<file path="src/rtl/gamecontrol_pkg.sv">
// Shared definitions for the Morse number-game controller: state encoding,
// BCD digit width and the 4-bit to decimal digit fold.
package gamecontrol_pkg;

  localparam int unsigned BCD_W = 4;

  typedef enum logic [2:0] {
    ST_IDLE,
    ST_WAIT_START,
    ST_GEN,
    ST_SHOW,
    ST_GUESS,
    ST_DONE
  } state_t;

  // Maps a raw nibble onto 0..9 (10..15 become 4..9).
  function automatic logic [BCD_W-1:0] fold_digit(input logic [BCD_W-1:0] raw);
    return (raw >= BCD_W'(10)) ? raw - BCD_W'(6) : raw;
  endfunction

endpackage

</file>
<file path="src/rtl/morse_lfsr.sv">
// Free-running 8-bit Galois LFSR (x^8+x^6+x^5+x^4+1) used as the digit source.
module morse_lfsr #(
  parameter logic [7:0] SEED = 8'hA5
) (
  input  logic       clk,
  input  logic       rst,
  output logic [7:0] q
);

  always_ff @(posedge clk) begin
    if (rst) begin
      q <= SEED;
    end else begin
      q <= {1'b0, q[7:1]} ^ (q[0] ? 8'hB8 : 8'h00);
    end
  end

endmodule

</file>
<file path="src/rtl/gamecontrol_multi.sv">
// Morse number-game controller: generates 1..NUM_DIGITS digits per round,
// shows each for DISPLAY_CYCLES, then checks the player's guesses and keeps a BCD score.
module gamecontrol_multi
  import gamecontrol_pkg::*;
#(
  parameter int unsigned NUM_DIGITS     = 3,
  parameter int unsigned DISPLAY_CYCLES = 150000000,
  parameter int unsigned MAX_ROUNDS     = 10,
  parameter logic [7:0]  LFSR_SEED      = 8'hA5
) (
  input  logic             clk,
  input  logic             rst,
  input  logic             logged_in,
  input  logic             game_start,
  input  logic [1:0]       level,
  input  logic             load,
  input  logic [BCD_W-1:0] user_input,
  input  logic             timeout,
  input  logic             logout,
  output logic             reconfig,
  output logic             enable,
  output logic [BCD_W-1:0] number,
  output logic [BCD_W-1:0] score_ones,
  output logic [BCD_W-1:0] score_tens,
  output logic             correct,
  output logic             logout_game
);

  localparam int unsigned IDX_W   = (NUM_DIGITS > 1) ? $clog2(NUM_DIGITS) : 1;
  localparam int unsigned CNT_W   = (DISPLAY_CYCLES > 1) ? $clog2(DISPLAY_CYCLES) : 1;
  localparam int unsigned RND_W   = 7;
  localparam int unsigned MAX_IDX = NUM_DIGITS - 1;

  state_t             state_q, state_n;
  logic [IDX_W-1:0]   idx_q, idx_n;
  logic [IDX_W-1:0]   last_q, last_n, last_sel;
  logic [CNT_W-1:0]   cnt_q, cnt_n;
  logic [RND_W-1:0]   round_q, round_n;
  logic [BCD_W-1:0]   buf_q [NUM_DIGITS];
  logic [BCD_W-1:0]   buf_n [NUM_DIGITS];
  logic [BCD_W-1:0]   ones_n, tens_n, number_n;
  logic               reconfig_n, enable_n, correct_n, logout_game_n;
  logic               won, lost, leave;
  logic [7:0]         lfsr_q;
  logic [BCD_W-1:0]   digit;
  logic               unused_lfsr;

  morse_lfsr #(.SEED(LFSR_SEED)) u_lfsr (
    .clk (clk),
    .rst (rst),
    .q   (lfsr_q)
  );

  assign digit       = fold_digit(lfsr_q[3:0]);
  assign unused_lfsr = ^lfsr_q[7:4];

  // Last buffer index of the round: min(level+1, NUM_DIGITS) - 1.
  always_comb begin
    if (32'(level) >= MAX_IDX) begin
      last_sel = IDX_W'(MAX_IDX);
    end else begin
      last_sel = IDX_W'(level);
    end
  end

  assign leave = (state_q != ST_IDLE) && (logout || !logged_in);

  // Next-state, datapath and next-output logic; outputs follow the next state.
  always_comb begin
    state_n       = state_q;
    idx_n         = idx_q;
    last_n        = last_q;
    cnt_n         = cnt_q;
    round_n       = round_q;
    buf_n         = buf_q;
    ones_n        = score_ones;
    tens_n        = score_tens;
    won           = 1'b0;
    lost          = 1'b0;
    correct_n     = 1'b0;
    logout_game_n = 1'b0;

    if (leave) begin
      state_n       = ST_IDLE;
      logout_game_n = 1'b1;
      ones_n        = '0;
      tens_n        = '0;
      round_n       = '0;
      idx_n         = '0;
      cnt_n         = '0;
    end else begin
      case (state_q)
        ST_IDLE: begin
          if (logged_in) begin
            state_n = ST_WAIT_START;
            ones_n  = '0;
            tens_n  = '0;
            round_n = '0;
          end
        end
        ST_WAIT_START: begin
          if (game_start) begin
            state_n = ST_GEN;
            last_n  = last_sel;
            idx_n   = '0;
          end
        end
        ST_GEN: begin
          buf_n[idx_q] = digit;
          if (idx_q == last_q) begin
            state_n = ST_SHOW;
            idx_n   = '0;
            cnt_n   = '0;
          end else begin
            idx_n = idx_q + IDX_W'(1);
          end
        end
        ST_SHOW: begin
          if (cnt_q == CNT_W'(DISPLAY_CYCLES - 1)) begin
            cnt_n = '0;
            if (idx_q == last_q) begin
              state_n = ST_GUESS;
              idx_n   = '0;
            end else begin
              idx_n = idx_q + IDX_W'(1);
            end
          end else begin
            cnt_n = cnt_q + CNT_W'(1);
          end
        end
        ST_GUESS: begin
          // A load in the same cycle as timeout takes precedence.
          if (load) begin
            if (user_input != buf_q[idx_q]) begin
              lost = 1'b1;
            end else if (idx_q == last_q) begin
              won = 1'b1;
            end else begin
              idx_n = idx_q + IDX_W'(1);
            end
          end else if (timeout) begin
            lost = 1'b1;
          end
          if (won || lost) begin
            idx_n     = '0;
            round_n   = round_q + RND_W'(1);
            correct_n = won;
            state_n   = (round_n >= RND_W'(MAX_ROUNDS)) ? ST_DONE : ST_WAIT_START;
          end
          // BCD increment, saturating at 99.
          if (won) begin
            if (score_ones == BCD_W'(9)) begin
              if (score_tens != BCD_W'(9)) begin
                ones_n = '0;
                tens_n = score_tens + BCD_W'(1);
              end
            end else begin
              ones_n = score_ones + BCD_W'(1);
            end
          end
        end
        ST_DONE: begin
          state_n = ST_DONE;
        end
        default: begin
          state_n = ST_IDLE;
        end
      endcase
    end

    enable_n   = (state_n == ST_SHOW);
    number_n   = enable_n ? buf_n[idx_n] : '0;
    reconfig_n = enable_n && (cnt_n == '0);
  end

  always_ff @(posedge clk) begin
    if (rst) begin
      state_q     <= ST_IDLE;
      idx_q       <= '0;
      last_q      <= '0;
      cnt_q       <= '0;
      round_q     <= '0;
      for (int i = 0; i < int'(NUM_DIGITS); i++) begin
        buf_q[i] <= '0;
      end
      reconfig    <= 1'b0;
      enable      <= 1'b0;
      number      <= '0;
      score_ones  <= '0;
      score_tens  <= '0;
      correct     <= 1'b0;
      logout_game <= 1'b0;
    end else begin
      state_q     <= state_n;
      idx_q       <= idx_n;
      last_q      <= last_n;
      cnt_q       <= cnt_n;
      round_q     <= round_n;
      buf_q       <= buf_n;
      reconfig    <= reconfig_n;
      enable      <= enable_n;
      number      <= number_n;
      score_ones  <= ones_n;
      score_tens  <= tens_n;
      correct     <= correct_n;
      logout_game <= logout_game_n;
    end
  end

endmodule
</file>
<file path="config.mk">
export PLATFORM = sky130hd
export DESIGN_NAME = gamecontrol_multi
export DESIGN_NICKNAME = d
export VERILOG_FILES = /design/src/rtl/gamecontrol_pkg.sv /design/src/rtl/morse_lfsr.sv /design/src/rtl/gamecontrol_multi.sv
export SDC_FILE = /design/constraint.sdc
export NUM_CORES = 1
export LEC_CHECK = 0
export ABC_AREA = 0
export CAP_MARGIN = 5
export CORE_UTILIZATION = 60
export CTS_CLUSTER_DIAMETER = 60
export CTS_CLUSTER_SIZE = 24
export DETAILED_ROUTE_END_ITERATION = 6
export PLACE_DENSITY = 0.92
export SETUP_SLACK_MARGIN = 0.4
export SYNTH_ARGS = -nofsm -noshare
export SYNTH_HDL_FRONTEND = slang
export SYNTH_SLANG_ARGS = --single-unit
</file>
<file path="constraint.sdc">
create_clock -name clk -period 5.85 [get_ports clk]
set_input_delay 1.4625 -clock clk [delete_from_list [all_inputs] [get_ports clk]]
set_output_delay 1.4625 -clock clk [all_outputs]
set_load 0.1 [all_outputs]
</file>
==> results.py, run 1 <==
metrics = {
    "placement": {
        "dp_cells": 692,
        "post-dp-hpwl_mm": 8.609,
        "gp_congestion": 0.9670,
        "port_buffers": 28,
    },
    "clocking": {
        "cts_setup_buffers": 0,
        "root_buffer": "clkbuf_8",
        "cts-resized-gates": 0,
        "clockBufferDepth": 2,
        "holdBufCountCts": 0,
        "cts_tree": "yes",
        "numCtsBuffers": 9,
        "clock_sinks": 78,
        "htree_num_levels": 3,
        "worstSkewPairLatency_ns": 0.37,
        "cts.clk_slew.worst_paths_ns": 0.09,
    },
    "drt": {
        "vias_per_cell": 6.609,
        "drtIter0Drc": 717,
        "ant_nets": 0,
        "vias": 4679,
        "dr.pass1.iters": 5,
        "wl_mm": 12.34,
        "drc_errors": 0,
        "wl_per_cell_um": 17.43,
    },
    "floorplan": {
        "io_pins": 29,
        "dieWidth_um": 89.31,
        "start_util_pct": 62.71,
        "die_h_um": 89.31,
        "coreArea_sq_um": 7292,
        "die_area_sq_um": 7975,
        "rows": 31,
    },
    "worst_setup_path": {
        "startpoint_type": "register",
        "crit_fanout": 26,
        "crit_type": "register to register",
        "endpoint_kind": "register",
        "critical_path_required_ns": 6.16,
        "cp.arrival_ns": 4.30,
    },
    "sta": {
        "worst_pin_slew_ns": 1.234,
        "setup_tns_ns": 0,
        "skew_ns": 0.009065,
        "rsz0062_at_grt": "no",
        "relSlewSlack_pct": 17.41,
        "hold_viol": 0,
        "finalCriticalPeriod_ns": 3.990,
        "finalCritPeriodShare_pct": 68.20,
        "final_max_slew_viol_count": 0,
        "setup_violations": 0,
        "fmax_ghz": 0.2506,
    },
    "synthesis": {
        "synth_most_common_cell": "nor2_1",
        "yosysUniqueCellTypes": 69,
        "synth.area.top_cells": "dfxtp_1, nor2_1, a21oi_1, nand2_1, mux2i_1",
        "synth_common_cells": "nor2_1, dfxtp_1, nand2_1",
        "ys_warn_count": 0,
        "ys.flop_type": "dfxtp_1",
        "seq_area_frac_synth_pct": 34.15,
        "syn_area_sq_um": 4573,
        "synth-seq-cells": 78,
        "synth_edf_count": 0,
        "yosys.area.top_type": "dfxtp_1",
        "syn_inst": 591,
        "avgSynthCellArea_sq_um": 7.738,
        "synth_top_cell_area_share_pct": 34.15,
        "async_reset_ff_share_pct": 0,
        "synth.net_count": 615,
    },
    "layout": {
        "regArea_sq_um": 1562,
        "final_cells": 708,
        "syn2layout_area_growth_pct": 10.64,
        "fillers": 591,
        "multi_input_area_sq_um": 2820,
        "fin_util_pct": 69.39,
        "layout.nets": 628,
        "drive_gt1_share_pct": 7.225,
        "antennaDiodeCount": 0,
    },
    "power": {
        "power_density_nw_per_um2": 216.2,
        "ir_drop_mv": 0.1382,
        "p_leak_nw": 1.776,
    },
    "run_status": {
        "outcome": "finished, final reports clean",
    },
    "grt": {
        "antenna_found_initial": 0,
        "track_usage_pct": 32.30,
        "grt_pass1_vias": 3991,
        "grt-ovfl-total": 0,
        "grt_max_degree": 37,
        "grt_pass1_wl_mm": 19.55,
    },
    "flow_run": {
        "max_cap_violations": 0,
    },
    "worst_hold_path": {
        "holdCritPathClass": "register to register",
    },
}
-- power by group --
group / switching [mW] / internal (mW)
Combinational: 0.0990 / 0.0448
Clock: 0.231 / 0.163
Sequential: 0.0147 / 0.541
-- cells in the final DEF (no fill, tap or decap), types with 8 or more instances in the layout --
cell type,synthesis,layout
or2_2,8,8
clkdlybuf4s50_1,0,28
ha_1,11,11
nor2b_1,12,12
nand2_1,55,55
or3_1,9,9
inv_1,15,15
o21ai_0,30,30
xnor2_1,11,11
nand4_1,13,13
nand3_1,21,21
mux2i_1,15,15
nor4_1,9,9
dfxtp_1,78,78
a21oi_1,44,44
nor3_1,22,22
clkbuf_8,0,9
a22oi_1,10,10
nor2_1,89,89
-- stage by stage --
stage / worst slack [ns] / instance area [sq um] / hold WS [ns] / total power, mW
floorplan: 2.587 / 4573 / 0.4138 / 0.6640
global placement: 1.783 / 4872 / 0.4287 / 0.7019
detailed placement: 1.544 / 4872 / 0.4327 / 0.7066
CTS: 1.941 / 5060 / 0.4612 / 1.091
global route: 1.645 / 5060 / 0.4705 / 1.131
finish: 1.860 / 5060 / 0.4566 / 1.094
-- registers in the layout, summed over array words and instances, names as in the netlist --
| register | flops |
|---|---|
| logout_game | 1 |
| cnt_q | 28 |
| score_tens | 4 |
| round_q | 7 |
| correct | 1 |
| buf_q | 12 |
| number | 4 |
| score_ones | 4 |
| state_q | 3 |
| idx_q | 2 |
| last_q | 2 |
| reconfig | 1 |
| enable | 1 |
| u_lfsr.q | 8 |
-- critical path, cell delays in order (launching register included) --
cell	delay, ns
dfxtp_1	0.47
ha_1	0.31
nand3_1	0.27
or4_4	0.66
o31ai_4	0.87
o21ai_1	0.22
a222oi_1	0.42
nand4_1	0.17
o31ai_1	0.30
and4b_1	0.23
-- per-layer routing --
layer  global-route usage, %  part of all wire (%)  vias up
li1                        -                     -     2180
met1                   43.79                    42     2159
met2                   50.31                    44      300
met3                   7.756                    11       40
met4                   11.54                   2.6        0
met5                       0                     0        -
-- kinds of logic after synthesis --
logic type,count (synthesis),share of synthesized area (%)
adders and majority gates,11,3.010
DFF,78,34.15
and+or+nand+nor,281,30.53
buffers and inverters,45,4.186
AOI/OAI and AO/OA,141,20.74
xor gates and xnor gates,15,2.873
muxes,20,4.514
-- path summary, 6_finish.rpt --
path                    start     endpoint  slack (ns)  depth (start not counted)
setup / recovery     cnt_q[0]     reconfig        1.86                          9
setup reg to reg     cnt_q[0]     reconfig        1.86                          9
hold reg to reg   u_lfsr.q[7]  u_lfsr.q[6]        0.46                          1
hold / removal    u_lfsr.q[7]  u_lfsr.q[6]        0.46                          1
-- final cells by class --
cell class	count	area share (%)
Tap cell	99	2.448
Clock buffer	9	2.448
Sequential cell	78	30.86
Multi-Input combinational cell	468	55.74
Timing Repair Buffer	32	6.133
Inverter	15	1.113
Clock inverter	7	1.261
Power figures use the tool's default switching activity.
==> run 2, diff against run 1 <==
==> constraint.sdc (replaced) <==
create_clock -name clk -period 3.8 [get_ports clk]
set_input_delay 0.95 -clock clk [delete_from_list [all_inputs] [get_ports clk]]
set_output_delay 0.95 -clock clk [all_outputs]
set_load 0.1 [all_outputs]
==> run 2 against run 1 <==
- clock-buffer cell count did not move
- fmax is 23% higher
- hold slack got worse by 0.011 ns
- sequential share of layout area decreased by 0.43 points
- clock power up 54%
- die area did not move
- global-route usage decreased by 0.11 points
- setup slack worse by 1.3 ns
- first-iteration DRC count is 14% lower
- non-clock buffer count increased by 10
- combinational power is 62% higher
- critical endpoint unchanged
- largest power group unchanged
- highest routed layer unchanged
==> results.py, run 2 (same netlist as run 1, synthesis figures left out) <==
metrics = {
    "sta": {
        "worst_pin_slew_ns": 1.015,
        "hold_ws_ns": 0.4460,
        "skew_ns": 0.01076,
        "hold_viol": 0,
        "setup_violations": 0,
        "relSlewSlack_pct": 32.09,
        "finalCritPeriodShare_pct": 85.53,
        "setup_tns_ns": 0,
        "rsz0062_at_grt": "yes",
        "fmax_ghz": 0.3077,
        "timing.final.ws_setup_ns": 0.5500,
        "finalCriticalPeriod_ns": 3.250,
        "final_max_slew_viol_count": 0,
    },
    "layout": {
        "final_common_cell": "nor2_1",
        "drive_gt1_share_pct": 8.885,
        "largest_register_ffs": 28,
        "syn2layout_area_growth_pct": 12.31,
        "antennaDiodeCount": 0,
        "top_regs": "cnt_q: 28 flops, buf_q: 12 flops, u_lfsr.q: 8 flops",
        "layout.nets": 638,
        "fillers": 560,
        "most-common-layout-cells": "nor2_1, dfxtp_1, nand2_1",
        "regMostFlops": "cnt_q",
        "fin_util_pct": 70.44,
    },
    "floorplan": {
        "io_pins": 29,
        "die_h_um": 89.31,
        "die_area_sq_um": 7975,
        "coreArea_sq_um": 7292,
        "start_util_pct": 62.71,
        "rows": 31,
        "dieWidth_um": 89.31,
    },
    "run_status": {
        "outcome": "finished, final reports clean",
    },
    "worst_setup_path": {
        "critPathMaxStageDelay_ns": 0.61,
        "critical_path_required_ns": 4.10,
        "crit_type": "register to register",
        "crit_fanout": 15,
        "path_delay_family": "simple AND/OR/NAND/NOR gates",
        "r2r_start": "cnt_q[0]",
        "cp_num_buf_inv": 0,
        "cp_slowest_cell": "or4_4",
        "cp.arrival_ns": 3.55,
        "critPathMostFrequentCell": "nand3_1",
        "startpoint_type": "register",
        "cp-startpoint": "cnt_q[0]",
        "endpoint_kind": "register",
        "crit_chain": "ha_1, nand3_1, or4_4, o31a_1, nand2_1, o221ai_1, nor3_1, nand3_1, and4b_1",
    },
    "power": {
        "p_leak_nw": 1.822,
        "power_density_nw_per_um2": 330.7,
        "ir_drop_mv": 0.3412,
    },
    "clocking": {
        "cts.clk_slew.worst_paths_ns": 0.10,
        "numCtsBuffers": 9,
        "htree_num_levels": 3,
        "root_buffer": "clkbuf_8",
        "clock_sinks": 78,
        "worstSkewPairLatency_ns": 0.37,
        "cts_tree": "yes",
        "clockBufferDepth": 2,
    },
    "grt": {
        "track_usage_pct": 32.19,
        "grt_max_degree": 36,
        "antenna_found_initial": 0,
        "grt-ovfl-total": 0,
        "grt_pass1_wl_mm": 19.37,
        "grt_pass1_vias": 4069,
    },
    "drt": {
        "wl_mm": 12.41,
        "wl_per_cell_um": 17.28,
        "vias_per_cell": 6.429,
        "drc_errors": 0,
        "drtIter0Drc": 620,
        "ant_nets": 0,
        "dr.pass1.iters": 5,
        "vias": 4616,
    },
    "worst_hold_path": {
        "hold_start": "u_lfsr.q[7]",
        "holdCritPathClass": "register to register",
    },
    "placement": {
        "post-dp-hpwl_mm": 8.849,
        "dp_slack_ns": 0.3369,
        "port_buffers": 28,
        "gp_congestion": 0.9855,
    },
    "flow_run": {
        "max_cap_violations": 0,
    },
}
-- run 2: cell count changes in the layout (fill, tap and decap cells not counted) --
cell,previous run,this run
buf_4,4,14
dfxtp_2,0,1
dfxtp_1,78,77
-- run 2: metal layers --
layer  vias to the layer above  track usage, %  routed length [um]
met5                         -               0                   0
met4                         0           13.71                 265
met3                        37           8.680                1517
met2                       272           47.19                5366
met1                      2116           44.58                5261
li1                       2191               -                   -
-- run 2: cell type report --
cell class	instances	area, sq um	area share, %
Clock inverter	7	63.81	1.242
Inverter	15	56.30	1.096
Tap cell	99	123.9	2.412
Multi-Input combinational cell	468	2820	54.91
Clock buffer	9	123.9	2.412
Sequential cell	78	1563	30.43
Timing Repair Buffer	42	385.4	7.503
-- run 2: timing repair --
action | 4_1_cts | 5_1_grt
resized for setup | 0 | 1
setup endpoints to repair | 0 | 2
setup buffers | 0 | 1
hold buffers | 0 | 0
-- run 2: stage by stage --
step                area (sq um)  std cells  power, mW
detailed placement          4940        701      1.098
finish                      5136        718      1.698
global route                5136        718      1.748
CTS                         5127        717      1.692
global placement            4940        701      1.090
floorplan                   4573        591      1.022
-- run 2: final timing paths --
kind / cells past startpoint / end / slack [ns]
worst max-delay path: 9 / reconfig / 0.55
worst min-delay path: 1 / u_lfsr.q[6] / 0.45
worst max register to register: 9 / reconfig / 0.55
worst min register to register: 1 / u_lfsr.q[6] / 0.45
-- run 2: power breakdown --
group          internal (mW)  leakage (nW)  switching, mW
Sequential             0.833         0.632         0.0231
Combinational         0.0760          1.10          0.158
Clock                  0.252        0.0903          0.357
Total                   1.16          1.82          0.538
